### src/rtl/instr_aligner_if.sv
// Fetch-side and decode-side handshake bundle for instr_aligner.
// The aligner connects through the slave modport; the fetch/decode side uses master.
interface instr_aligner_if;
   logic        s_flush_i;
   logic [31:0] s_flush_addr_i;
   logic        s_fetch_val_i;
   logic [31:0] s_fetch_data_i;
   logic        s_fetch_pred_i;
   logic        s_fetch_rdy_o;
   logic        s_instr_val_o;
   logic [31:0] s_instr_o;
   logic        s_instr_rvc_o;
   logic [31:0] s_instr_pc_o;
   logic        s_instr_pred_o;
   logic        s_instr_rdy_i;

   modport master (
      output s_flush_i,
      output s_flush_addr_i,
      output s_fetch_val_i,
      output s_fetch_data_i,
      output s_fetch_pred_i,
      input  s_fetch_rdy_o,
      input  s_instr_val_o,
      input  s_instr_o,
      input  s_instr_rvc_o,
      input  s_instr_pc_o,
      input  s_instr_pred_o,
      output s_instr_rdy_i
   );

   modport slave (
      input  s_flush_i,
      input  s_flush_addr_i,
      input  s_fetch_val_i,
      input  s_fetch_data_i,
      input  s_fetch_pred_i,
      output s_fetch_rdy_o,
      output s_instr_val_o,
      output s_instr_o,
      output s_instr_rvc_o,
      output s_instr_pc_o,
      output s_instr_pred_o,
      input  s_instr_rdy_i
   );
endinterface

### src/rtl/instr_aligner.sv
// Splits word-aligned fetch words into whole RVC / 32-bit instructions with PC.
// Define ALIGNER_PRED_EN to carry the fetch prediction bit through to instructions.
module instr_aligner #(
   parameter logic [31:0] BOOT_ADDR = 32'h0000_0000
) (
   input  logic              s_clk_i,
   input  logic              s_resetn_i,
   instr_aligner_if.slave    bus
);

   typedef enum logic [1:0] {StAligned, StHalf, StSkip} state_e;

   state_e      state_q, state_d;
   logic [31:0] pc_q;
   logic [15:0] hb_q, hb_d;
   logic        instr_val_q;
   logic [31:0] instr_q, instr_d;
   logic        instr_rvc_q, instr_rvc_d;
   logic [31:0] instr_pc_q;

   logic        advance;
   logic        hb_is32;
   logic        w_is32;
   logic        needs_w;
   logic        take;
   logic        fire;
   logic        emit;
   logic [31:0] w;

   assign w       = bus.s_fetch_data_i;
   assign advance = ~instr_val_q | bus.s_instr_rdy_i;
   assign hb_is32 = (hb_q[1:0] == 2'b11);
   assign w_is32  = (w[1:0] == 2'b11);

   // Only a pending RVC in hb can be emitted without a new word; keeps rdy off the data path.
   assign needs_w = ~((state_q == StHalf) & ~hb_is32);
   assign take    = advance & ~bus.s_flush_i & needs_w & bus.s_fetch_val_i;

   assign bus.s_fetch_rdy_o  = take;
   assign bus.s_instr_val_o  = instr_val_q;
   assign bus.s_instr_o      = instr_q;
   assign bus.s_instr_rvc_o  = instr_rvc_q;
   assign bus.s_instr_pc_o   = instr_pc_q;

   always_comb begin
      state_d     = state_q;
      hb_d        = hb_q;
      instr_d     = '0;
      instr_rvc_d = 1'b0;
      fire        = 1'b0;
      emit        = 1'b0;
      unique case (state_q)
         StAligned: begin
            fire = take;
            emit = take;
            if (w_is32) begin
               instr_d = w;
            end else begin
               instr_d     = {16'h0000, w[15:0]};
               instr_rvc_d = 1'b1;
               hb_d        = w[31:16];
               state_d     = StHalf;
            end
         end
         StHalf: begin
            if (!hb_is32) begin
               fire        = advance & ~bus.s_flush_i;
               emit        = fire;
               instr_d     = {16'h0000, hb_q};
               instr_rvc_d = 1'b1;
               state_d     = StAligned;
            end else begin
               fire    = take;
               emit    = take;
               instr_d = {w[15:0], hb_q};
               hb_d    = w[31:16];
            end
         end
         StSkip: begin
            fire    = take;
            hb_d    = w[31:16];
            state_d = StHalf;
         end
         default: ;
      endcase
   end

   always_ff @(posedge s_clk_i or negedge s_resetn_i) begin
      if (!s_resetn_i) begin
         state_q     <= StAligned;
         pc_q        <= BOOT_ADDR;
         hb_q        <= '0;
         instr_val_q <= 1'b0;
         instr_q     <= '0;
         instr_rvc_q <= 1'b0;
         instr_pc_q  <= '0;
      end else if (bus.s_flush_i) begin
         pc_q        <= {bus.s_flush_addr_i[31:1], 1'b0};
         state_q     <= bus.s_flush_addr_i[1] ? StSkip : StAligned;
         hb_q        <= '0;
         instr_val_q <= 1'b0;
      end else begin
         if (fire) begin
            state_q <= state_d;
            hb_q    <= hb_d;
         end
         if (advance) begin
            instr_val_q <= emit;
            if (emit) begin
               instr_q     <= instr_d;
               instr_rvc_q <= instr_rvc_d;
               instr_pc_q  <= pc_q;
               pc_q        <= pc_q + (instr_rvc_d ? 32'd2 : 32'd4);
            end
         end
      end
   end

   logic unused_addr;
   assign unused_addr = bus.s_flush_addr_i[0];

`ifdef ALIGNER_PRED_EN
   logic hp_q, hp_d;
   logic pred_emit;
   logic instr_pred_q;

   // The word's bit follows its upper halfword, including a 32-bit instruction starting there.
   always_comb begin
      hp_d      = hp_q;
      pred_emit = 1'b0;
      unique case (state_q)
         StAligned: begin
            if (w_is32) pred_emit = bus.s_fetch_pred_i;
            else        hp_d      = bus.s_fetch_pred_i;
         end
         StHalf: begin
            pred_emit = hp_q;
            if (hb_is32) hp_d = bus.s_fetch_pred_i;
         end
         StSkip:  hp_d = bus.s_fetch_pred_i;
         default: ;
      endcase
   end

   always_ff @(posedge s_clk_i or negedge s_resetn_i) begin
      if (!s_resetn_i) begin
         hp_q         <= 1'b0;
         instr_pred_q <= 1'b0;
      end else if (bus.s_flush_i) begin
         hp_q <= 1'b0;
      end else begin
         if (fire) hp_q <= hp_d;
         if (advance && emit) instr_pred_q <= pred_emit;
      end
   end

   assign bus.s_instr_pred_o = instr_pred_q;
`else
   logic unused_pred;
   assign unused_pred        = bus.s_fetch_pred_i;
   assign bus.s_instr_pred_o = 1'b0;
`endif

endmodule

### src/flat_wrapper.sv
// flat-port wrapper written by rule: the top's interface ports become plain ports
module instr_aligner_flat 
#(
   parameter logic [31:0] BOOT_ADDR = 32'h0000_0000
)
  (s_clk_i, s_resetn_i, bus_s_flush_i, bus_s_flush_addr_i, bus_s_fetch_val_i, bus_s_fetch_data_i, bus_s_fetch_pred_i, bus_s_fetch_rdy_o, bus_s_instr_val_o, bus_s_instr_o, bus_s_instr_rvc_o, bus_s_instr_pc_o, bus_s_instr_pred_o, bus_s_instr_rdy_i);
  instr_aligner_if bus_i ();
  input  logic s_clk_i;
  input  logic s_resetn_i;
  input wire logic [$bits(bus_i.s_flush_i)-1:0] bus_s_flush_i;
  input wire logic [$bits(bus_i.s_flush_addr_i)-1:0] bus_s_flush_addr_i;
  input wire logic [$bits(bus_i.s_fetch_val_i)-1:0] bus_s_fetch_val_i;
  input wire logic [$bits(bus_i.s_fetch_data_i)-1:0] bus_s_fetch_data_i;
  input wire logic [$bits(bus_i.s_fetch_pred_i)-1:0] bus_s_fetch_pred_i;
  output wire logic [$bits(bus_i.s_fetch_rdy_o)-1:0] bus_s_fetch_rdy_o;
  output wire logic [$bits(bus_i.s_instr_val_o)-1:0] bus_s_instr_val_o;
  output wire logic [$bits(bus_i.s_instr_o)-1:0] bus_s_instr_o;
  output wire logic [$bits(bus_i.s_instr_rvc_o)-1:0] bus_s_instr_rvc_o;
  output wire logic [$bits(bus_i.s_instr_pc_o)-1:0] bus_s_instr_pc_o;
  output wire logic [$bits(bus_i.s_instr_pred_o)-1:0] bus_s_instr_pred_o;
  input wire logic [$bits(bus_i.s_instr_rdy_i)-1:0] bus_s_instr_rdy_i;
  assign bus_i.s_flush_i = bus_s_flush_i;
  assign bus_i.s_flush_addr_i = bus_s_flush_addr_i;
  assign bus_i.s_fetch_val_i = bus_s_fetch_val_i;
  assign bus_i.s_fetch_data_i = bus_s_fetch_data_i;
  assign bus_i.s_fetch_pred_i = bus_s_fetch_pred_i;
  assign bus_s_fetch_rdy_o = bus_i.s_fetch_rdy_o;
  assign bus_s_instr_val_o = bus_i.s_instr_val_o;
  assign bus_s_instr_o = bus_i.s_instr_o;
  assign bus_s_instr_rvc_o = bus_i.s_instr_rvc_o;
  assign bus_s_instr_pc_o = bus_i.s_instr_pc_o;
  assign bus_s_instr_pred_o = bus_i.s_instr_pred_o;
  assign bus_i.s_instr_rdy_i = bus_s_instr_rdy_i;
  instr_aligner #(.BOOT_ADDR(BOOT_ADDR)) u_core (.s_clk_i(s_clk_i), .s_resetn_i(s_resetn_i), .bus(bus_i));
endmodule
### config.mk
export PLATFORM = sky130hd
export DESIGN_NAME = instr_aligner_flat
export DESIGN_NICKNAME = d
export VERILOG_FILES = /design/src/rtl/instr_aligner_if.sv /design/src/rtl/instr_aligner.sv /design/src/flat_wrapper.sv
export SDC_FILE = /design/constraint.sdc
export NUM_CORES = 1
export LEC_CHECK = 0
export CORE_MARGIN = 2
export CORE_UTILIZATION = 44
export DETAILED_ROUTE_END_ITERATION = 16
export PLACE_DENSITY = 0.73
export SYNTH_ARGS = -nofsm -noshare
export SYNTH_HDL_FRONTEND = slang
export SYNTH_SLANG_ARGS = --single-unit
### constraint.sdc
create_clock -name s_clk_i -period 6.3 [get_ports s_clk_i]
set_input_delay 0.63 -clock s_clk_i [delete_from_list [all_inputs] [get_ports s_clk_i]]
set_output_delay 0.63 -clock s_clk_i [all_outputs]
set_load 0.03 [all_outputs]
==> reports/metrics.json <==
{
  "detail_route.wl_per_cell": {"value": 16.6, "unit": "µm"},
  "avgSynthCellArea": {"value": 9.33, "unit": "µm²"},
  "timing.setup.tns": {"value": 0, "unit": "ns"},
  "final_ws_setup": {"value": 2.01, "unit": "ns"},
  "outcome": {"value": "completed"},
  "drt_iter0_markers": {"value": 317},
  "ant_nets": {"value": 0},
  "detailedPlace.worstSlack": {"value": 2.07, "unit": "ns"},
  "gp_congestion": {"value": 0.798},
  "critPathLaunchType": {"value": "register"},
  "antennaDiodeCount": {"value": 0},
  "layout.cells.most_common_list": {"value": "132 x sky130_fd_sc_hd__nand2_1, 131 x sky130_fd_sc_hd__clkdlybuf4s50_1, 114 x sky130_fd_sc_hd__dfrtp_1"},
  "ys_ff_latch": {"value": 114},
  "crit_path_max_fanout": {"value": 22},
  "number_of_top_level_pins": {"value": 138},
  "multi_input_comb_area": {"value": 2420, "unit": "µm²"},
  "detailroute.via_count": {"value": 4838},
  "cts_setup_buffers": {"value": 0},
  "synth_sequential_area_ratio": {"value": 52.4, "unit": "%"},
  "worstSetupEndpointType": {"value": "register"},
  "worst_r2r_path_depth": {"value": 12},
  "cts_tree": {"value": "yes"},
  "tritoncts.num_buffers": {"value": 17},
  "initial_core_util": {"value": 45.1, "unit": "%"},
  "setup_viol": {"value": 0},
  "clock_tree.buffer_depth": {"value": 2},
  "syn_to_final_growth": {"value": 36.6, "unit": "%"},
  "die_h": {"value": 115, "unit": "µm"},
  "final_common_cell": {"value": "sky130_fd_sc_hd__nand2_1"},
  "viasPerCell": {"value": 5.48},
  "ctsHtreeMaxLevel": {"value": 4},
  "unrepaired_setup_endpoints_after_global_routing": {"value": "false"},
  "reg2reg_slack": {"value": 2.01, "unit": "ns"},
  "cts_hold_repair.buffers": {"value": 0},
  "fin_worst_skew": {"value": 0.00591, "unit": "ns"},
  "rr_startpoint": {"value": "u_core.state_q[1]"},
  "clk_pin_slew_worst_paths": {"value": 0.05, "unit": "ns"},
  "cts-resized-gates": {"value": 0},
  "die_area": {"value": 13300, "unit": "µm²"},
  "count_of_distinct_cell_types_in_the_synthesized_netlist": {"value": 46},
  "design.final.nets": {"value": 781},
  "max_cap_viol_count": {"value": 0},
  "number_of_antenna_violations_at_the_first_check_in_global_routing": {"value": 0},
  "timing.final.crit_share": {"value": 68.0, "unit": "%"},
  "worst_hold_path_type": {"value": "in2async"},
  "dp.cells": {"value": 853},
  "leakage": {"value": 0.00333, "unit": "µW"},
  "finalPower": {"value": 3580, "unit": "µW"},
  "drv_slew": {"value": 0},
  "post_route_cells_drive_above_1_share": {"value": 6.01, "unit": "%"},
  "clk_root_buffer_cell": {"value": "sky130_fd_sc_hd__clkbuf_16"},
  "max_freq": {"value": 0.233, "unit": "GHz"},
  "grt.overflow.total": {"value": 0},
  "grt_max_degree": {"value": 73},
  "drt_drc": {"value": 0},
  "coreArea": {"value": 12100, "unit": "µm²"},
  "cp_data_arrival_time": {"value": 4.58, "unit": "ns"},
  "reg2reg_to": {"value": "u_core.pc_q[21]"},
  "placement_rows": {"value": 40},
  "power-per-cell-area": {"value": 482, "unit": "nW/µm²"},
  "ys.warnings.count": {"value": 0},
  "place_hpwl": {"value": 9.65, "unit": "mm"},
  "irDropWorstVdd": {"value": 0.211, "unit": "mV"},
  "count_of_final_hold_check_violations": {"value": 0},
  "layout_min_cycle_time": {"value": 4.29, "unit": "ns"},
  "syn_inst": {"value": 583},
  "detail_route.wirelength": {"value": 14.6, "unit": "mm"},
  "synth_area": {"value": 5440, "unit": "µm²"},
  "crit_required": {"value": 6.59, "unit": "ns"},
  "tightest_slew": {"value": 1.03, "unit": "ns"},
  "worst_skew_pair.late_latency": {"value": 0.41, "unit": "ns"},
  "final_cells": {"value": 883},
  "seq_area": {"value": 2850, "unit": "µm²"},
  "worst_slew_margin_rel": {"value": 30.7, "unit": "%"},
  "timing.setup.critical_path_class": {"value": "reg2reg"},
  "die_span_x": {"value": 115, "unit": "µm"},
  "number_of_global_route_vias_before_repair": {"value": 4722},
  "grtUsageTotal": {"value": 22.8, "unit": "%"},
  "clock_sinks": {"value": 114},
  "dr.pass1.iters": {"value": 5},
  "fillerInstances": {"value": 1044},
  "grt_first_pass_wirelength": {"value": 23.7, "unit": "mm"},
  "port_buffers": {"value": 133}
}
==> through the flow <==
step           utilization, %  area (µm²)  hold WS [ns]
6_report                 61.6        7430         0.223
5_1_grt                  61.6        7430         0.265
2_1_floorplan               -        5450         0.334
3_5_place_dp             57.0        6870         0.461
3_3_place_gp             57.0        6870         0.463
4_1_cts                  61.6        7430         0.238
==> registers in the layout (all words and copies together), names as in the netlist <==
signal	count
u_core.hb_q	16
u_core.bus.s_instr_rvc_o	1
u_core.state_q	2
u_core.bus.s_instr_val_o	1
u_core.bus.s_instr_pc_o	31
u_core.pc_q	31
u_core.bus.s_instr_o	32
==> area by class of cell <==
class,count,area share [%]
Clock inverter,6,1.08
Timing Repair Buffer,138,18.3
Multi-Input combinational cell,426,32.6
Sequential cell,114,38.4
Inverter,7,0.354
Clock buffer,24,6.48
Tap cell,168,2.83
==> worst max-delay path by stage <==
stage,from,end,slack [ns]
finish,u_core.state_q[1],u_core.pc_q[21],2.01
global route,u_core.state_q[1],u_core.pc_q[21],1.69
global placement,u_core.state_q[1],u_core.pc_q[21],2.23
CTS,u_core.state_q[1],u_core.pc_q[21],2.07
detailed placement,u_core.state_q[1],u_core.pc_q[21],2.07
floorplan,u_core.state_q[1],u_core.pc_q[21],3.09
==> critical path: stages, from the launching register on <==
cell and delay (ns):
sky130_fd_sc_hd__dfrtp_1 0.40, sky130_fd_sc_hd__inv_1 0.12, sky130_fd_sc_hd__ha_1 0.74, sky130_fd_sc_hd__a22oi_1 0.30, sky130_fd_sc_hd__inv_1 0.18, sky130_fd_sc_hd__ha_1 0.19, sky130_fd_sc_hd__inv_1 0.05, sky130_fd_sc_hd__fa_1 0.40
sky130_fd_sc_hd__nand3b_1 0.31, sky130_fd_sc_hd__nor4_1 0.84, sky130_fd_sc_hd__nand4_1 0.22, sky130_fd_sc_hd__xnor2_1 0.17, sky130_fd_sc_hd__mux2_2 0.26
==> cell usage after synthesis (all sizes together) <==
library cell  number  area [µm²]
buf               12        61.3
nand3             19         100
a311oi             1        8.76
clkbuf            25        93.8
fa                 1        20.0
and3b              1        8.76
a221oi            30         263
a22oi              1        7.51
conb               1        3.75
nor3b              1        7.51
nor3               6        30.0
and2               1        6.26
nor4              11         126
or4                2        15.0
nand4             11        81.3
o221ai             3        26.3
ha                 6        75.1
xnor2              9        78.8
a221o              1        10.0
mux2i             20         200
and3              11        68.8
xor2               8        70.1
inv                7        26.3
a211oi             2        15.0
a31oi              2        12.5
or3                2        12.5
a21o               3        22.5
nor2b              3        18.8
nor2              90         338
nand3b             2        15.0
and4               4        35.0
a21oi              5        25.0
dfrtp            114        2850
o21ai             26         130
o211ai             4        30.0
o31ai              2        15.0
mux2               2        22.5
nand2b             2        12.5
nand2            132         495
==> per-layer routing <==
layer	up-vias	global-route usage (%)	wire [µm]
li1	2260	-	-
met5	-	0	0
met3	11	7.17	1070
met1	2357	31.2	6620
met2	210	35.3	6780
met4	0	6.18	155
==> where the power goes <==
| part | leakage [µW] | internal [µW] | total [µW] | switching [µW] |
|---|---|---|---|---|
| Combinational | 0.00164 | 597 | 1510 | 915 |
| Clock | 0.000280 | 605 | 921 | 316 |
| Sequential | 0.00141 | 982 | 1150 | 164 |
| Total | 0.00333 | 2180 | 3580 | 1390 |
==> cells by family (layout without fill, tap and decap cells) <==
logic type      after synthesis  count (layout)  share of synthesized area (%)
xor+xnor                     17              17                           2.74
simple gates                298             298                           25.2
compound gates               80              80                           10.4
mux                          22              22                           4.09
flops                       114             114                           52.4
fa+ha+maj                     7               7                           1.75
buf+inv                      44             175                           3.33
other cells                   1               2                         0.0689
(Power assumes the default switching activity.)
